`src/rtl/bp_fifo_1r1w_ready_yumi.sv`:
```
// bp_fifo_1r1w_ready_yumi: ready/valid-in, valid/yumi-out FIFO controller
// around a synthesized 1r1w storage array (els_p must be a power of two, >= 2).
// Optional macro BP_FIFO_OCCUPANCY_EN adds the count_o occupancy output.
module bp_fifo_1r1w_ready_yumi #(
    parameter int unsigned width_p = 109,
    parameter int unsigned els_p   = 2
) (
    input  logic               clk_i,
    input  logic               reset_i,
    input  logic               v_i,
    input  logic [width_p-1:0] data_i,
    output logic               ready_o,
    output logic               v_o,
    output logic [width_p-1:0] data_o,
`ifdef BP_FIFO_OCCUPANCY_EN
    output logic [$clog2(els_p+1)-1:0] count_o,
`endif
    input  logic               yumi_i
);

    localparam int unsigned ptr_width_lp = $clog2(els_p);
    localparam int unsigned pw_lp        = ptr_width_lp + 1;

    logic [pw_lp-1:0]   wptr_q, wptr_d;
    logic [pw_lp-1:0]   rptr_q, rptr_d;
    logic [width_p-1:0] mem_q [els_p];

    logic empty_c, full_c, enq_c, deq_c;

    // Status flags; the extra pointer MSB distinguishes full from empty.
    always_comb begin
        empty_c = (wptr_q == rptr_q);
        full_c  = (wptr_q[ptr_width_lp-1:0] == rptr_q[ptr_width_lp-1:0])
               && (wptr_q[ptr_width_lp] != rptr_q[ptr_width_lp]);
        ready_o = ~full_c & ~reset_i;
        v_o     = ~empty_c;
        enq_c   = v_i & ready_o;
        deq_c   = yumi_i & v_o;
        data_o  = mem_q[rptr_q[ptr_width_lp-1:0]];
    end

    // Next-state pointers: modulo 2^(ptr_width_lp+1) increments.
    always_comb begin
        wptr_d = wptr_q;
        rptr_d = rptr_q;
        if (enq_c) wptr_d = wptr_q + pw_lp'(1);
        if (deq_c) rptr_d = rptr_q + pw_lp'(1);
    end

    // Pointer registers, cleared asynchronously.
    always_ff @(posedge clk_i or posedge reset_i) begin
        if (reset_i) begin
            wptr_q <= '0;
            rptr_q <= '0;
        end else begin
            wptr_q <= wptr_d;
            rptr_q <= rptr_d;
        end
    end

    // Storage array write port; contents survive reset.
    always_ff @(posedge clk_i) begin
        if (enq_c) mem_q[wptr_q[ptr_width_lp-1:0]] <= data_i;
    end

`ifdef BP_FIFO_OCCUPANCY_EN
    // Occupancy is the modular pointer distance.
    always_comb begin
        count_o = $clog2(els_p+1)'(wptr_q - rptr_q);
    end
`endif

`ifndef SYNTHESIS
    // Protocol checks on the handshake inputs.
    always @(posedge clk_i) begin
        if (!reset_i) begin
            assert (!$isunknown({v_i, yumi_i}))
                else $error("unknown value on v_i/yumi_i");
            assert (!(yumi_i === 1'b1 && v_o === 1'b0))
                else $warning("yumi_i asserted while empty; read pointer held");
        end
    end
`endif

endmodule

```
`config.mk`:
```
export PLATFORM = sky130hd
export DESIGN_NAME = bp_fifo_1r1w_ready_yumi
export DESIGN_NICKNAME = d
export VERILOG_FILES = /design/src/rtl/bp_fifo_1r1w_ready_yumi.sv
export SDC_FILE = /design/constraint.sdc
export NUM_CORES = 1
export LEC_CHECK = 0
export CORE_ASPECT_RATIO = 0.8
export CORE_MARGIN = 1
export CORE_UTILIZATION = 39
export DETAILED_ROUTE_END_ITERATION = 6
export GPL_TIMING_DRIVEN = 0
export PLACE_DENSITY = 0.7
export SYNTH_ARGS = -nofsm -noshare
export SYNTH_HDL_FRONTEND = slang
export SYNTH_SLANG_ARGS = --single-unit
```
`constraint.sdc`:
```
create_clock -name clk_i -period 9.1 [get_ports clk_i]
set_input_delay 1.82 -clock clk_i [delete_from_list [all_inputs] [get_ports clk_i]]
set_output_delay 1.82 -clock clk_i [all_outputs]
set_load 0.02 [all_outputs]
```
==> reports/results.ini, run 1 <==
[routing]
drc=0
vias=4236
detail_route.wl_per_cell_um=17.74
routed_wl_um=16050
ant_nets=0
initialDrtViolationCount=202
via_per_inst=4.681
drt-pass1-iter-count=4

[floorplanning]
io_pins=224
die_w_um=163.3
start_util_pct=40.41
die_h_um=131.0
coreArea_um2=20090
row_count=46
die_area_um2=21400

[timing]
slew_viol_final=0
layout_setup_ws_ps=4226
max_slew_margin_pct=34.37
setup_viol=0
period_minus_slack_ps=4874
tightest_slew_ps=981.2
fin_skew_ps=5.539
fin_crit_sh_pct=53.56
hold_viol=0
fmax_mhz=205.2
fin_tns_setup_ps=0
rsz0062_at_grt=false

[clock_network]
clk_path_buf_depth=3
cts_root_buffer=clkbuf_16
cts_sinks=222
post-cts-setup-buffer-count=0
cts_buffers=23
tritoncts=done
cts_resized=0
cts.clk_slew.worst_paths_ps=60
insertion_delay_ps=490
hold_buffers=0
clock_tree.htree_level_count=1

[finish]
multiInputGateArea_um2=1396
final_cell_count_no_fill=905
nNetsFinal=740
final_cell_mix=clkdlybuf4s50_1 (223), edfxtp_1 (218), mux2_2 (108), clkbuf_16 (23), buf_2 (9)
fin_util_pct=58.17
nFillCells=1469
antenna_cells=0
seq_area_um2=6646
area_delta_synth_final_pct=43.93
drive_gt1_share_pct=25.90
finalInstanceArea_um2=11680
final_common_cell=clkdlybuf4s50_1

[critical_path]
critical-path-max-stage-delay_ps=630
crit_family=buffers and inverters
end_kind=output port
critical_path_class=input port to output port
worstSetupStartpointType=input port
crit_arrival_ps=3050
cp_common_cell=clkdlybuf4s50_1
path_cells=clkdlybuf4s50_1, a21oi_1, clkdlybuf4s50_1
crit_buf_inv=2
slowest_stage=clkdlybuf4s50_1
crit_fanout=4
crit_required_ps=7280

[placement]
place_hpwl_um=11140
place_ws_ps=4245
gp_congestion=0.7197
postPlaceCellArea_um2=10960
portBuffers=223
placed_cells=866

[power_and_ir_drop]
vdd_drop_max_mv=0.1878
leakagePower_nw=3.934
p_comb_share_pct=36.2
pwr-share-clk_pct=25.9
seq_power_share_pct=37.9
p_sw_mw=1.017
sw_frac_of_total_pct=29.09
powerDensity_nw_per_um2=299.1
power.internal_mw=2.479

[yosys]
synth_warnings=0
ys_seq_area_share_pct=81.87
ys_types=20
ys_ff_latch=222
synth_nets=481
syn_area_um2=8118
syn_avg_cell_area_um2=22.06
syn_inst=368

[worst_hold_path]
hp-class=flip-flop to flip-flop

[grt]
antenna_found_initial=0
grt_usage_pct=14.64
overflow=0
grt_pass1_wl_um=24270
grt_max_degree=28
grt_pass1_vias=4605

[flow_run]
maxCapViolCount=0

[status]
outcome=complete, no violations

state kept, by name, indices dropped and copies added (netlist names):
| name | flops |
|---|---|
| mem_q | 218 |
| rptr_q | 2 |
| wptr_q | 2 |
power by group through the flow:
stage          combinational [mW]  sequential, mW  clock, mW
4_1_cts                      1.28            1.33      0.928
3_5_place_dp                 1.27            1.35          0
3_3_place_gp                 1.20            1.38          0
6_report                     1.26            1.32      0.907
5_1_grt                      1.34            1.34      0.971
2_1_floorplan               0.690            1.36          0
logic make-up after synthesis:
group,Yosys count,share of synthesized area (%)
xor gates and xnor gates,3,0.4162
buffers and inverters,15,1.202
and+or+nand+nor,11,0.6935
DFF,222,81.87
muxes,111,15.38
AOI/OAI and AO/OA,6,0.4315
synthesized netlist by cell type, drive strengths merged:
master	count	area (um^2)
mux2	110	1239
nor3b	1	7.510
nand2b	2	12.51
buf	13	90.08
nor2	1	3.750
a211o	1	10.01
o21ai	3	15.01
inv	2	7.510
xnor2	2	25.03
nor3	2	10.01
nand2	4	15.01
nand3b	1	7.510
mux2i	1	10.01
xor2	1	8.760
edfxtp	218	6546
dfrtp	4	100.1
a21oi	2	10.01
metal layers:
| layer | GRT usage (%) | routed length [um] | vias to the layer above | share of wire [%] |
|---|---|---|---|---|
| met5 | 0 | 0 | - | 0 |
| met4 | 4.123 | 365 | 0 | 2.3 |
| met3 | 4.261 | 1185 | 26 | 7.4 |
| met2 | 25.07 | 7873 | 148 | 49 |
| met1 | 18.11 | 6629 | 2081 | 41 |
| li1 | - | - | 1981 | - |
layout make-up:
type	instances	share of cell area, %
Buffer	13	0.7710
Inverter	2	0.06425
Clock buffer	30	5.151
Multi-Input combinational cell	131	11.95
Timing Repair Buffer	234	21.31
Sequential cell	222	56.89
Tap cell	264	2.827
Clock inverter	9	1.039
final timing paths:
check	startpoint	to	slack [ps]	cells past startpoint
setup / recovery	reset_i	ready_o	4230	3
hold / removal	rptr_q[1]	rptr_q[1]	630	2
setup reg to reg	rptr_q[0]	mem_q[0][32]	6310	8
hold reg to reg	rptr_q[1]	rptr_q[1]	630	2
max in group asynchronous	reset_i	rptr_q[1]	7360	2
min in group asynchronous	reset_i	wptr_q[0]	1590	2
tightest hold or removal path: stages (launching register included):
cell and delay (ps):
dfrtp_1 470, nand2_1 70, o21ai_0 60
metrics by stage:
step	total power, mW	hold slack, ps
floorplan	2.053	550.6
global placement	2.579	574.3
detailed placement	2.621	624.9
CTS	3.539	636.9
global route	3.644	676.6
finish	3.495	632.0
(Power assumes the default switching activity.)
==> run 2, diff against run 1 <==
--- a/config.mk
+++ b/config.mk
@@ -10,7 +10,7 @@
 export CORE_UTILIZATION = 39
 export DETAILED_ROUTE_END_ITERATION = 6
 export GPL_TIMING_DRIVEN = 0
-export PLACE_DENSITY = 0.7
+export PLACE_DENSITY = 0.67
 export SYNTH_ARGS = -nofsm -noshare
 export SYNTH_HDL_FRONTEND = slang
 export SYNTH_SLANG_ARGS = --single-unit
==> constraint.sdc (replaced) <==
create_clock -name clk_i -period 4.7 [get_ports clk_i]
set_input_delay 0.94 -clock clk_i [delete_from_list [all_inputs] [get_ports clk_i]]
set_output_delay 0.94 -clock clk_i [all_outputs]
set_load 0.02 [all_outputs]
==> run 2 against run 1 <==
Compared with the run above:
- first-iteration DRC count decreased by 44%
- setup slack worse by 2800 ps
- sequential cell count unchanged
- sequential share of layout area is 0.31 points higher
- clock power increased by 80%
- core utilization fell by 0.31 points
- register-to-register slack got worse by 4100 ps
- clock-buffer cell count down 3
- sequential power is 94% higher
- power is 90% higher
- final area down 0.54%
- combinational power increased by 94%
- largest power group unchanged
- highest routed layer unchanged
==> reports/results.ini, run 2 (synthesis results as in run 1) <==
[status]
outcome=complete, no violations

[critical_path]
r2r_slack_ps=2160  ; -4150 ps
crit_fanout=10  ; +6
crit_arrival_ps=2380  ; -670 ps
crit_required_ps=3760  ; -3520 ps
end_kind=output port
r2r_end=mem_q[0][61]
reg2reg_depth=9  ; +1
worstSetupStartpointType=flip-flop
crit-reg2reg-launch=rptr_q[0]
critical_path_class=flip-flop to output port

[clock_network]
insertion_delay_ps=500  ; about the same
clk_path_buf_depth=3  ; unchanged
clock_tree.htree_level_count=1  ; unchanged
tritoncts=done
hold_buffers=0  ; unchanged
cts_root_buffer=clkbuf_16
cts.clk_slew.worst_paths_ps=60  ; about the same
cts_resized=0  ; unchanged
post-cts-setup-buffer-count=0  ; unchanged
cts_sinks=222  ; unchanged
cts_buffers=23  ; unchanged

[floorplanning]
io_pins=224  ; unchanged
start_util_pct=40.41  ; unchanged
row_count=46  ; unchanged
die_w_um=163.3  ; unchanged
die_area_um2=21400  ; unchanged
coreArea_um2=20090  ; unchanged
die_h_um=131.0  ; unchanged

[power_and_ir_drop]
leakagePower_nw=3.908  ; -0.67%
sw_frac_of_total_pct=29.48  ; +0.40 points
seq_power_share_pct=38.6  ; +0.7 points
power.internal_mw=4.681  ; +89%
pwr-share-clk_pct=24.6  ; -1.3 points
vdd_drop_max_mv=0.2978  ; +59%
p_sw_mw=1.957  ; +93%
p_total_mw=6.638  ; +90%
p_comb_share_pct=36.8  ; +0.6 points
powerDensity_nw_per_um2=571.2  ; +91%

[routing]
ant_nets=0  ; unchanged
via_per_inst=4.660  ; -0.44%
vias=4222  ; -0.33%
detail_route.wl_per_cell_um=17.64  ; -0.53%
routed_wl_um=15990  ; -0.42%
drc=0  ; unchanged
initialDrtViolationCount=113  ; -44%
drt-pass1-iter-count=4  ; unchanged

[worst_hold_path]
hp-class=flip-flop to flip-flop
min_path_cells=2  ; unchanged
min_to=rptr_q[1]
hold_path_startpoint=rptr_q[1]

[timing]
slew_viol_final=0  ; unchanged
period_minus_slack_ps=3316
max_slew_margin_pct=55.59  ; +21 points
fmax_mhz=301.6
fin_tns_setup_ps=0  ; unchanged
rsz0062_at_grt=false
fin_crit_sh_pct=70.55
hold_slack_ps=633.2  ; +1.232 ps
fin_skew_ps=16.38  ; +10.84 ps
hold_viol=0  ; unchanged
tightest_slew_ps=664.7  ; -316.5 ps
setup_viol=0  ; unchanged

[finish]
drive_gt1_share_pct=26.01  ; +0.12 points
largest_reg_flops=218  ; unchanged
nNetsFinal=740  ; unchanged
antenna_cells=0  ; unchanged
final_common_cell=clkdlybuf4s50_1
finalInstanceArea_um2=11620  ; -0.54%
final_cell_count_no_fill=906  ; +0.11%
area_delta_synth_final_pct=43.16
final_cell_mix=clkdlybuf4s50_1 (223), edfxtp_1 (218), mux2_2 (108), clkbuf_16 (23), buf_2 (9)

[placement]
gp_congestion=0.7698  ; +7.0%
place_hpwl_um=11290  ; +1.4%
placed_cells=866  ; unchanged
portBuffers=223  ; unchanged
postPlaceCellArea_um2=10940  ; -0.18%

[grt]
antenna_found_initial=0  ; unchanged
grt_usage_pct=14.67  ; +0.036 points
grt_pass1_wl_um=23980  ; -1.2%
grt_max_degree=29  ; +3.6%
grt_pass1_vias=4620  ; +0.33%
overflow=0  ; unchanged

[flow_run]
maxCapViolCount=0  ; unchanged

run 2: how the worst max path moves through the flow:
stage,from,slack (ps),end
detailed placement,reset_i,1380,mem_q[1][47]
floorplan,reset_i,110,mem_q[1][0]
global route,rptr_q[0],1240,data_o[11]
global placement,reset_i,-2000,mem_q[1][47]
CTS,rptr_q[0],1290,data_o[11]
finish,rptr_q[0],1380,data_o[83]
run 2: per-stage QoR:
stage / setup slack, ps / util [%]
after floorplan: 112.4 / -
after global placement: -1995 / 53.25
after detailed placement: 1380 / 54.47
after CTS: 1295 / 57.85
after global routing: 1239 / 57.85
final: 1384 / 57.85
run 2: layer usage:
metal	up-vias	GRT usage (%)	wire, um	part of all wire (%)
li1	1982	-	-	-
met1	2068	17.47	6505	41
met2	146	25.62	7918	50
met3	26	4.987	1211	7.6
met4	0	3.628	351	2.2
met5	-	0	0	0
run 2: worst max-delay path: stages, from the launching register on:
cell,delay (ps)
dfrtp_1,320
buf_2,270
buf_6,200
buf_6,180
mux2_2,350
clkdlybuf4s50_1,570
run 2: final cells by class:
type	count	area, um^2
repair buffers	234	2470
inverters	2	7.507
well taps	264	330.3
fillers	1502	8466
clock inverters	13	90.09
clock buffers	27	590.6
multi-input cells	131	1396
flip-flops and latches	222	6646
plain buffers	13	90.09
run 2: power by group through the flow:
stage               Combinational, mW  Sequential, mW  Clock (mW)
global route                     2.59            2.59        1.76
global placement                 2.34            2.64           0
detailed placement               2.47            2.61           0
floorplan                        1.34            2.61           0
finish                           2.44            2.56        1.63
CTS                              2.49            2.57        1.69
